[config.mk]
export PLATFORM = sky130hd
export DESIGN_NAME = i2c_bus_sequencer
export DESIGN_NICKNAME = d
export VERILOG_FILES = /design/src/rtl/i2c_bus_sequencer.sv
export SDC_FILE = /design/constraint.sdc
export NUM_CORES = 1
export LEC_CHECK = 0
export BUFFER_PORTS_ARGS = -buffer_cell sky130_fd_sc_hd__buf_4
export CORE_MARGIN = 8
export CORE_UTILIZATION = 50
export DETAILED_ROUTE_END_ITERATION = 16
export PLACE_DENSITY_LB_ADDON = 0.3
export SKIP_CTS_REPAIR_TIMING = 1
export SKIP_LAST_GASP = 1
export SLEW_MARGIN = 20
export SYNTH_ARGS = -nofsm -noshare
export SYNTH_HDL_FRONTEND = slang
export SYNTH_SLANG_ARGS = --single-unit
[constraint.sdc]
create_clock -name clk -period 3 [get_ports clk]
set_clock_uncertainty 0.05 [all_clocks]
set_input_delay 0.6 -clock clk [delete_from_list [all_inputs] [get_ports clk]]
set_output_delay 0.6 -clock clk [all_outputs]
set_load 0.1 [all_outputs]
[src/rtl/i2c_bus_sequencer.sv]
// rtl/i2c_bus_sequencer.sv - round-robin shared I2C master sequencing single-byte transactions
module i2c_bus_sequencer #(
    parameter int NUM_REQ = 4,
    parameter int CLK_DIV = 4
) (
    input  logic                 clk,
    input  logic                 rst_n,
    input  logic [NUM_REQ-1:0]   req,
    input  logic [NUM_REQ*7-1:0] req_addr,
    input  logic [NUM_REQ-1:0]   req_rw,
    input  logic [NUM_REQ*8-1:0] req_wdata,
    output logic [NUM_REQ-1:0]   gnt,
    output logic [NUM_REQ-1:0]   done,
    output logic                 nack,
    output logic [7:0]           rdata,
    output logic                 busy,
    output logic                 scl_oe,
    output logic                 sda_oe,
    input  logic                 sda_i
);

    localparam int PW = $clog2(NUM_REQ);
    localparam int CW = $clog2(CLK_DIV);
    localparam logic [CW-1:0] QLAST = CW'(CLK_DIV - 1);
    localparam logic [PW-1:0] PLAST = PW'(NUM_REQ - 1);
    localparam logic [NUM_REQ-1:0] ONE = NUM_REQ'(1);

    typedef enum logic [3:0] {
        S_IDLE, S_START, S_ADDR, S_ADDR_ACK, S_WDATA,
        S_WACK, S_RDATA, S_MNACK, S_STOP, S_DONE
    } state_t;

    state_t          state, state_n;
    logic [CW-1:0]   q_cnt;
    logic [1:0]      qtr, qtr_n;
    logic [2:0]      bit_cnt, bit_n;
    logic            tick, sample;
    logic [PW-1:0]   ptr, sel, cand;
    logic            found;
    int              idx;
    logic [6:0]      sel_addr, lat_addr;
    logic            sel_rw, lat_rw;
    logic [7:0]      sel_wdata, lat_wdata, rx_sr;
    logic [7:0]      addr_byte;
    logic            nack_flag;
    logic            scl_n, sda_n;

    assign tick      = (state != S_IDLE) && (q_cnt == QLAST);
    assign sample    = tick && (qtr == 2'd2);
    assign addr_byte = {lat_addr, lat_rw};

    // round-robin search: first request at or after the pointer, wrapping
    always_comb begin
        found = 1'b0;
        sel   = '0;
        idx   = 0;
        cand  = '0;
        for (int k = 0; k < NUM_REQ; k++) begin
            idx = int'(ptr) + k;
            if (idx >= NUM_REQ) idx = idx - NUM_REQ;
            cand = PW'(idx);
            if (!found && req[cand]) begin
                found = 1'b1;
                sel   = cand;
            end
        end
    end

    // select the candidate requester's transaction fields
    always_comb begin
        sel_addr  = '0;
        sel_rw    = 1'b0;
        sel_wdata = '0;
        for (int i = 0; i < NUM_REQ; i++) begin
            if (sel == PW'(i)) begin
                sel_addr  = req_addr[i*7 +: 7];
                sel_rw    = req_rw[i];
                sel_wdata = req_wdata[i*8 +: 8];
            end
        end
    end

    // next state, quarter and bit position; transitions happen on the tick ending Q3
    always_comb begin
        state_n = state;
        qtr_n   = qtr;
        bit_n   = bit_cnt;
        if (state == S_IDLE) begin
            if (found) begin
                state_n = S_START;
                qtr_n   = 2'd0;
                bit_n   = 3'd0;
            end
        end else if (state == S_DONE) begin
            state_n = S_IDLE;
            qtr_n   = 2'd0;
            bit_n   = 3'd0;
        end else if (tick) begin
            qtr_n = qtr + 2'd1;
            if (qtr == 2'd3) begin
                case (state)
                    S_START: begin
                        state_n = S_ADDR;
                        bit_n   = 3'd0;
                    end
                    S_ADDR: begin
                        bit_n = bit_cnt + 3'd1;
                        if (bit_cnt == 3'd7) state_n = S_ADDR_ACK;
                    end
                    S_ADDR_ACK: begin
                        bit_n   = 3'd0;
                        state_n = nack_flag ? S_STOP : (lat_rw ? S_RDATA : S_WDATA);
                    end
                    S_WDATA: begin
                        bit_n = bit_cnt + 3'd1;
                        if (bit_cnt == 3'd7) state_n = S_WACK;
                    end
                    S_WACK:  state_n = S_STOP;
                    S_RDATA: begin
                        bit_n = bit_cnt + 3'd1;
                        if (bit_cnt == 3'd7) state_n = S_MNACK;
                    end
                    S_MNACK: state_n = S_STOP;
                    S_STOP:  state_n = S_DONE;
                    default: state_n = S_IDLE;
                endcase
            end
        end
    end

    // pad enables computed from the upcoming position so the registered outputs line up with it
    always_comb begin
        scl_n = 1'b0;
        sda_n = 1'b0;
        case (state_n)
            S_START: sda_n = qtr_n[1];
            S_ADDR: begin
                scl_n = ~qtr_n[1];
                sda_n = ~addr_byte[3'd7 - bit_n];
            end
            S_WDATA: begin
                scl_n = ~qtr_n[1];
                sda_n = ~lat_wdata[3'd7 - bit_n];
            end
            S_ADDR_ACK, S_WACK, S_RDATA, S_MNACK: scl_n = ~qtr_n[1];
            S_STOP: begin
                scl_n = (qtr_n == 2'd0);
                sda_n = ~qtr_n[1];
            end
            default: ;
        endcase
    end

    // state, bit-slot position and glitch-free pad enables
    always_ff @(posedge clk or negedge rst_n) begin
        if (!rst_n) begin
            state   <= S_IDLE;
            qtr     <= 2'd0;
            bit_cnt <= 3'd0;
            scl_oe  <= 1'b0;
            sda_oe  <= 1'b0;
        end else begin
            state   <= state_n;
            qtr     <= qtr_n;
            bit_cnt <= bit_n;
            scl_oe  <= scl_n;
            sda_oe  <= sda_n;
        end
    end

    // quarter-period divider, idle at zero so START always begins a fresh quarter
    always_ff @(posedge clk or negedge rst_n) begin
        if (!rst_n) begin
            q_cnt <= '0;
        end else if (state == S_IDLE || tick) begin
            q_cnt <= '0;
        end else begin
            q_cnt <= q_cnt + 1'b1;
        end
    end

    // grant, request latching, bus sampling and completion reporting
    always_ff @(posedge clk or negedge rst_n) begin
        if (!rst_n) begin
            gnt       <= '0;
            done      <= '0;
            busy      <= 1'b0;
            nack      <= 1'b0;
            rdata     <= '0;
            ptr       <= '0;
            lat_addr  <= '0;
            lat_rw    <= 1'b0;
            lat_wdata <= '0;
            rx_sr     <= '0;
            nack_flag <= 1'b0;
        end else begin
            done <= '0;
            if (state == S_IDLE && found) begin
                gnt       <= ONE << sel;
                busy      <= 1'b1;
                ptr       <= (sel == PLAST) ? '0 : sel + 1'b1;
                lat_addr  <= sel_addr;
                lat_rw    <= sel_rw;
                lat_wdata <= sel_wdata;
            end
            if (sample && (state == S_ADDR_ACK || state == S_WACK) && sda_i) begin
                nack_flag <= 1'b1;
            end
            if (sample && state == S_RDATA) begin
                rx_sr <= {rx_sr[6:0], sda_i};
            end
            if (state == S_STOP && state_n == S_DONE) begin
                done <= gnt;
                nack <= nack_flag;
                if (lat_rw && !nack_flag) rdata <= rx_sr;
            end
            if (state == S_DONE) begin
                gnt       <= '0;
                busy      <= 1'b0;
                nack_flag <= 1'b0;
            end
        end
    end

endmodule

Yosys cells after proc, flatten, opt, wreduce, memory -nomap -nowiden
Cells that the tools add are included.
- bits in registers: 58
- input bits: 71
- logic and storage cells: 163
- reduce and logical (&&, ||, !) cells: 28
- shifts and indexed selects: 1
- muxes and demuxes: 68
- $add $sub $neg: 12
- $lt $le $gt $ge: 9
- bitwise gates (word level): 3
- equality and inequality tests: 25
- operators by type and width (cell ; count):
    4-bit two-way mux ; 12
    4-bit by 3-bit equality test with 1-bit output (second input constant) ; 8
    8-bit two-way mux ; 4
    2-bit two-way mux ; 15
    7-bit two-way mux ; 4
    4-bit case mux with 7 select lines ; 1
    1-bit two-way mux ; 18
    4-bit by 2-bit equality test with 1-bit output (second input constant) ; 4
    4-bit equality test (second input constant) ; 4
    3-bit two-way mux ; 5
    2-bit by 3-bit < comparator with 1-bit output (second input constant) ; 4
    1-bit logical AND ; 11
    2-bit equality test (second input constant) ; 5
    3-bit >= comparator (second input constant) ; 3
    1-bit binary-select mux with 2-bit select ; 4
    4-bit by 1-bit equality test with 1-bit output (second input constant) ; 2
    2-bit by 1-bit subtractor with 2-bit output (second input constant) ; 4
    2-bit by 1-bit adder with 2-bit output (second input constant) ; 3
    2-bit by 2-bit adder with 3-bit output (second input constant) ; 2
    1-bit binary-select mux with 3-bit select ; 2
    3-bit case mux with 2 select lines ; 1
    6-bit OR reduction ; 1
    1-bit zero test ; 4
    2-bit zero test ; 2
    18 further kinds ; 23

Depth between registers and ports, before layout
Gate-level depths: netlist of the first run.
- depth after elaboration: 21
- depth in mapped cells: 14

Worst setup path before layout of the first run
Ideal clock, no wire load.
- path type: register -> register
- start: register state[0]
- end: register sda_oe
- arrival time: 2.432 ns
- setup time: 0.121 ns
- clock period less this slack: 2.603 ns
- cell stages (with the launch flop): 13
- buffers on the path: 3
- path slack: 0.397 ns
- cell sequence: dfrtp_1 buf_6 or2_1 clkbuf_1 a21o_1 a22o_1 mux2_2 buf_6 mux2i_1 mux2_1 o2111ai_1 o31ai_1 a32o_2
- cells in the longest elaborated chain, start to end: 12
- ends and longest elaborated chain (element ; line ; text):
    start: declaration ; 33 ; state_t state, state_n;
    start signal: assignment ; 163 ; state <= state_n;
    4-bit by 3-bit equality test with 1-bit output, or another cell as far along ; 101 ; case (state)
    3-bit OR reduction (no line) or 2-bit OR reduction (tied branches) ; -- ;
    3-bit case mux with 2 select lines ; 101 ;
    3-bit two-way mux ; 100 ; if (qtr == 2'd3) begin
    3-bit two-way mux ; 98 ; end else if (tick) begin
    3-bit two-way mux ; 94 ; end else if (state == S_DONE) begin
    3-bit two-way mux (*) ; 88 ; if (state == S_IDLE) begin
    named net bit_n[0] ; 36 ; logic [2:0] bit_cnt, bit_n;
    3-bit subtractor (*) ; 139, 143 ;
    1-bit binary-select mux with 3-bit select (on tied branches) ; 143, 139 ;
    1-bit two-way mux (on tied branches) ; 143, 139 ;
    1-bit NOT (on tied branches) ; 143, 139 ;
    1-bit case mux with 4 select lines (*) ; 135 ; case (state_n)
    named net sda_n ; 46 ; logic scl_n, sda_n;
    end signal: assignment ; 167 ; sda_oe <= sda_n;
    end: declaration ; 18 ; output logic sda_oe,
The timed path passes the listed nets; every way through them passes the cells marked *. The select of a mux whose other input is x is not followed.
A chain may end at the register's enable or synchronous reset.

Final worst setup path of the first run
- start: register qtr[0]
- end: register sda_oe
- cells in the longest elaborated chain, start to end: 10
- ends and longest elaborated chain (element ; line ; text):
    start: declaration ; 35 ; logic [1:0] qtr, qtr_n;
    start signal: assignment ; 164 ; qtr <= qtr_n;
    2-bit equality test ; 100 ;
    3-bit two-way mux ; 100 ;
    3-bit two-way mux ; 98 ;
    3-bit two-way mux ; 94 ;
    3-bit two-way mux ; 88 ;
    3-bit subtractor ; 139, 143 ;
    1-bit binary-select mux with 3-bit select (on tied branches) ; 143, 139 ;
    1-bit two-way mux (on tied branches) ; 143, 139 ;
    1-bit NOT (on tied branches) ; 143, 139 ;
    1-bit case mux with 4 select lines (*) ; 135 ;
    named net sda_n ; 46 ;
Marked as above.

==> results of run 1 <==
-- registers in the layout, summed over array words and instances (netlist names) --
name / flops
bit_cnt: 3
busy: 1
done: 4
gnt: 4
lat_addr: 7
lat_rw: 1
lat_wdata: 8
nack: 1
nack_flag: 1
ptr: 2
q_cnt: 2
qtr: 2
rdata: 8
rx_sr: 8
scl_oe: 1
sda_oe: 1
state: 4
-- synthesized netlist by cell type (all sizes together) --
cell type / count
dfrtp: 58
ha: 9
nor3: 4
nor3b: 4
nand2: 31
a21o: 2
clkbuf: 17
or3b: 1
nand4: 2
inv: 12
nor4: 2
nand2b: 2
or4: 1
o22a: 1
a22oi: 9
nor2: 79
o21ai: 11
a41oi: 1
mux2i: 7
a31oi: 3
o21a: 2
a22o: 1
buf: 6
or2: 4
o2111ai: 1
xnor2: 1
nand3: 4
and2: 4
a32o: 2
a21boi: 2
o31ai: 1
nor2b: 4
a21oi: 75
mux2: 24
o22ai: 1
-- per-layer routing --
metal  track usage  up-vias  routed length (um)
li1              -     1539                   -
met1         0.188     1454                3240
met2         0.312       81                4350
met3        0.0590       15                 455
met4        0.0629        0                 154
met5             0        -                   0
-- final cells by class --
type	instances	area (sq um)
Multi-Input combinational cell	295	1720
Sequential cell	58	1450
Clock inverter	7	70.1
Inverter	12	45.0
Clock buffer	9	124
Fill cell	544	2080
Timing Repair Buffer	104	806
Tap cell	77	96.3
-- final timing paths --
kind                                  to  cells past startpoint
worst max-delay path              sda_oe                     10
worst min-delay path              gnt[0]                      1
max in group asynchronous       rx_sr[2]                      1
worst min register to register  q_cnt[0]                      1
worst max register to register    sda_oe                     10
min in group clk                q_cnt[0]                      1
-- logic make-up (layout without fill, tap and decap cells) --
family	Yosys count	count (layout)	synth area share
flops	58	58	0.438
buf+inv	35	132	0.0449
mux	31	31	0.105
simple gates	142	142	0.185
fa+ha+maj	9	9	0.0340
compound gates	112	112	0.191
xor+xnor	1	1	0.00264
-- power by group through the flow --
| stage | Clock, uW | Sequential, uW | Combinational (uW) |
|---|---|---|---|
| 2_1_floorplan | 0 | 1430 | 1060 |
| 3_3_place_gp | 0 | 1190 | 1730 |
| 3_5_place_dp | 0 | 1200 | 1780 |
| 4_1_cts | 716 | 1190 | 1780 |
| 5_1_grt | 749 | 1220 | 1980 |
| 6_report | 694 | 1190 | 1770 |
-- through the flow --
step | util | total power (uW) | instance area (sq um) | std cells | worst slack, ns
2_1_floorplan | - | 2500 | 3310 | 388 | 0.397
3_3_place_gp | 0.644 | 2920 | 4110 | 546 | 0.286
3_5_place_dp | 0.644 | 2980 | 4110 | 546 | 0.242
4_1_cts | 0.675 | 3690 | 4310 | 562 | 0.266
5_1_grt | 0.675 | 3950 | 4310 | 562 | 0.0794
6_report | 0.675 | 3650 | 4310 | 562 | 0.243
==> key figures, run 1 <==
Yosys
  • Synth top area share: 0.438
  • Synth Warn #: 0
  • Cells after Synth: roughly 390
  • Mean Syn Cell Area: around 8.5 sq um
  • Distinct cell type count of the synthesized netlist: 41
  • Leading area contributor after synthesis: dfrtp_1
  • Synth top area cells: dfrtp_1 44%, a21oi_1 11%, nor2_1 9.0%
  • #FFs+latches synth: 58
  • Post-Syn Nets: approximately 470
  • Sequential fraction of the synthesis area: 0.438
  • Synth Cell Area: 3310 sq um

STA
  • FMAX: roughly 360 MHz
  • Period minus WS final: 2.76 ns
  • Setup violators final: 0
  • Final Hold Slack: roughly 0.26 ns
  • Fin. Hold Viols: 0
  • Measured slew at the worst slew-check pin: 0.723 ns
  • Max-slew violations: 0
  • Rel. slew slack: 0.516
  • Setup total negative slack: 0 ns
  • Fin crit share: 0.919
  • Unrepaired setup endpoints after global routing: false

Clock tree
  • Root buffer cell: clkbuf_8
  • Worst skew pair latency: 0.34 ns
  • Inserted Clock Buffers: 9
  • Clock Sinks: 58
  • CTS H-tree lvls: 3
  • Clk pin slew, worst setup/hold paths: 0.07 ns
  • Clock buffer depth: 2
  • CTS tree: yes

GRT
  • Initial antenna violation count: 0
  • GRT Residual Overflow: 0
  • GRT Total Usage: 0.176
  • Largest net degree at the start of global routing: 59
  • Vias in the first global route: 3122
  • First-pass GRT wire length: between 10000 and 15000 um

Critical path
  • Flop2flop setup slack: around 0.24 ns
  • Worst reg2reg startpoint: qtr[0]
  • Kind of critical path: reg -> reg
  • Critical Path RT: between 3 and 4 ns
  • Worst setup startpoint: qtr[0]
  • Crit. End Element: register
  • CP Cell Sequence: ha_1, nand2_1, a21o_1, a22o_1, mux2_2, mux2i_1, mux2_1, o2111ai_1, o31ai_1, a32o_2
  • Top delay family on crit path: compound AO/OA/AOI/OAI gates
  • Critical-path maximum fanout: 9
  • WP buf/inv: 0
  • Slowest stage delay, CP: 0.40 ns
  • Slowest-stage cell, CP: mux2_2
  • Critical path arrival: around 3 ns
  • Crit path launch type: register

Final layout
  • Antenna cells: 0
  • Commonest non-fill, non-tap cell in the layout: buf_4
  • Layout cells sized above 1: 0.307
  • Most frequent cells in the layout: 102 x buf_4, 78 x nor2_1, 75 x a21oi_1
  • Nets: 560
  • P&R area growth vs syn: 30.0%

Die
  • Die height: between 90 and 100 um
  • Core Region: between 6000 and 7000 sq um
  • Ports: ~90
  • Full die area: about 9500 sq um
  • Die width: between 90 and 100 um
  • Num rows: 29
  • Initial Utilization: 0.519

Power and ir drop
  • Net switching power: ~1600 uW
  • Clk pwr share: 0.190
  • PwrDens: approximately 850 nW/um^2
  • Seq pwr share: 0.325
  • Peak supply drop: 0.664 mV
  • Sw Share: 0.434
  • Pint: 2070 uW
  • Combinational cell fraction of total power: 0.485
  • Pleak: approximately 0.0022 uW

Min path
  • HP Class: in -> async

Route
  • Overall via count from detail_route: between 3000 and 4000
  • Vias/cell: around 5.5
  • WL/cell: around 15 um
  • Drt total wl: between 8000 and 9000 um
  • Final ANT Viol Nets: 0
  • Initial detailed-routing violation count: 208
  • Iteration count of the initial detailed-routing pass: 4
  • Drt drc: 0

Flow run
  • Max Cap Viol: 0

Run status
  • Run status: completed

Place
  • Hpwl dp: roughly 6400 um
  • Port bufs: 90
  • Gpl congestion: around 0.93
Note: power is estimated with default switching activity, not from simulation.
==> run 2: changes to the inputs <==
--- a/config.mk
+++ b/config.mk
@@ -7,7 +7,8 @@
 export LEC_CHECK = 0
 export BUFFER_PORTS_ARGS = -buffer_cell sky130_fd_sc_hd__buf_4
 export CORE_MARGIN = 8
-export CORE_UTILIZATION = 50
+export CORE_UTILIZATION = 48
+export CTS_BUF_LIST = sky130_fd_sc_hd__clkbuf_16
 export DETAILED_ROUTE_END_ITERATION = 16
 export PLACE_DENSITY_LB_ADDON = 0.3
 export SKIP_CTS_REPAIR_TIMING = 1
==> constraint.sdc (replaced) <==
create_clock -name clk -period 2.5 [get_ports clk]
set_clock_uncertainty 0.05 [all_clocks]
set_input_delay 0.5 -clock clk [delete_from_list [all_inputs] [get_ports clk]]
set_output_delay 0.5 -clock clk [all_outputs]
set_load 0.1 [all_outputs]
==> run 2 against run 1 <==
  * The flow now finishes with violations (negative setup slack)
  * Via count rose by 2.1%
  * First-iteration DRC count is 43% lower
  * Global-route usage rose by 0.72 points
  * Clock power is 84% higher
  * Sequential power is 18% higher
  * Die area is 3.5% higher
  * Critical path type unchanged
  * Largest cell class unchanged
  * Largest power group unchanged
==> key figures, run 2 (synthesis results as in run 1) <==
Die
  • Die width: 99.1 um
  • Die height: between 90 and 100 um
  • Num rows: 30
  • Initial Utilization: 0.490
  • Ports: a little over 90
  • Core Region: 6760 sq um
  • Full die area: ~9800 sq um

GRT
  • GRT Total Usage: 0.183
  • Initial antenna violation count: 0
  • Vias in the first global route: 3188
  • Largest net degree at the start of global routing: between 50 and 60
  • GRT Residual Overflow: 0
  • First-pass GRT wire length: between 10000 and 15000 um

Final layout
  • FILL cells: between 500 and 600
  • P&R area growth vs syn: 42.0%
  • Largest registers: lat_wdata: 8 flops, rdata: 8 flops, rx_sr: 8 flops
  • Layout Cells excl Fill: 593
  • Nets: 588
  • Multi-input logic area: approximately 1800 sq um
  • Antenna cells: 0
  • Layout cells sized above 1: 0.361
  • Most frequent cells in the layout: 128 x buf_4, 78 x nor2_1, 74 x a21oi_1
  • Commonest non-fill, non-tap cell in the layout: buf_4
  • Fin util: 0.696
  • Register area: 1450 sq um

Route
  • Drt drc: 0
  • Initial detailed-routing violation count: roughly 120
  • Drt total wl: between 8000 and 9000 um
  • Overall via count from detail_route: 3155
  • Vias/cell: 5.32
  • WL/cell: approximately 15 um
  • Final ANT Viol Nets: 0
  • Iteration count of the initial detailed-routing pass: 4

Clock tree
  • CTS H-tree lvls: 3
  • CTS tree: yes
  • Clock buffer depth: 2
  • Clk pin slew, worst setup/hold paths: roughly 0.06 ns
  • Root buffer cell: clkbuf_16
  • Inserted Clock Buffers: 9
  • Clock Sinks: 58
  • Worst skew pair latency: approximately 0.33 ns

STA
  • Setup total negative slack: -0.00386 ns
  • Rel. slew slack: 0.530
  • Fin. Hold Viols: 0
  • FMAX: ~400 MHz
  • Setup ws final: -0.00386 ns
  • Measured slew at the worst slew-check pin: around 0.71 ns
  • Unrepaired setup endpoints after global routing: true
  • Max-slew violations: 0
  • Period minus WS final: between 2 and 3 ns
  • Fin crit share: 1.00
  • Setup violators final: 1

Power and ir drop
  • Total power: 5170 uW
  • PwrDens: 1100 nW/um^2
  • Peak supply drop: about 0.5 mV
  • Pleak: between 0.002 and 0.0025 uW

Run status
  • Run status: finished, violations left
  • Failing checks: negative setup slack

Critical path
  • Critical Path RT: 2.66 ns
  • Slowest-stage cell, CP: dfrtp_1
  • Kind of critical path: reg -> reg
  • Most used cell along the critical path: mux2_4
  • Critical-path maximum fanout: 5
  • Critical path arrival: ~2.7 ns
  • Crit. End Element: register
  • Slowest stage delay, CP: about 0.41 ns
  • Crit path launch type: register
  • CP Cell Sequence: or2_2, a21o_1, a22o_1, mux2_4, mux2i_1, mux2_4, o2111ai_2, o31ai_2, a32o_2
  • Flop2flop setup slack: -0.004 ns

Flow run
  • Max Cap Viol: 0

Place
  • Hpwl dp: roughly 6600 um
  • Placed cells: 573
  • Port bufs: 90
  • Gpl congestion: ~0.93

Min path
  • HP Class: in -> async
==> run 2: cell types whose count changed in the layout (fill, tap and decap cells not counted), moves of 2 or more <==
cell / delta
clkinv_1: +2
clkbuf_16: +9
nor3_1: -2
clkbuf_8: -9
nor3_2: +2
buf_4: +26
mux2_4: +2
clkinv_2: -2
==> run 2: critical path, delay by kind of cell, from the launching register on <==
family	cells	cell delay (ns)
mux	3	0.75
simple gates	1	0.30
flops	1	0.41
compound gates	5	0.87
==> run 2: final cells by class <==
cell class                 count  area share
tap                           80      0.0213
clock buffer                   9      0.0479
inverter                      12     0.00958
clock inverter                 7      0.0181
timing repair buffer         131       0.217
multi-input combinational    296       0.377
sequential                    58       0.309
==> run 2: final timing paths <==
kind / from / to / depth (start not counted)
worst max-delay path: state[3] / sda_oe / 9
worst min-delay path: rst_n / gnt[1] / 1
worst max register to register: state[3] / sda_oe / 9
worst min register to register: q_cnt[0] / q_cnt[0] / 1
max in group asynchronous: rst_n / ptr[1] / 1
min in group clk: sda_i / rx_sr[0] / 2
==> run 2: metrics by stage <==
stage	setup slack (ns)	hold slack, ns	instance area [sq um]
global route	-0.0701	0.228	4700
finish	-0.00386	0.172	4700
global placement	-0.129	0.377	4320
detailed placement	-0.150	0.385	4320
CTS	-0.0426	0.205	4630
floorplan	-0.0487	0.154	3330
==> run 2: per-layer routing <==
metal / part of all wire / vias to the layer above / GRT usage / routed length, um
li1: - / 1587 / - / -
met5: 0 / - / 0 / 0
met3: 0.052 / 13 / 0.0733 / 459
met2: 0.54 / 67 / 0.335 / 4750
met4: 0.014 / 0 / 0.0547 / 121
met1: 0.40 / 1488 / 0.186 / 3540
==> run 2: power breakdown <==
part | internal [uW] | switching (uW)
combinational | 1040 | 1440
clock | 860 | 424
sequential | 1200 | 198
total | 3110 | 2060
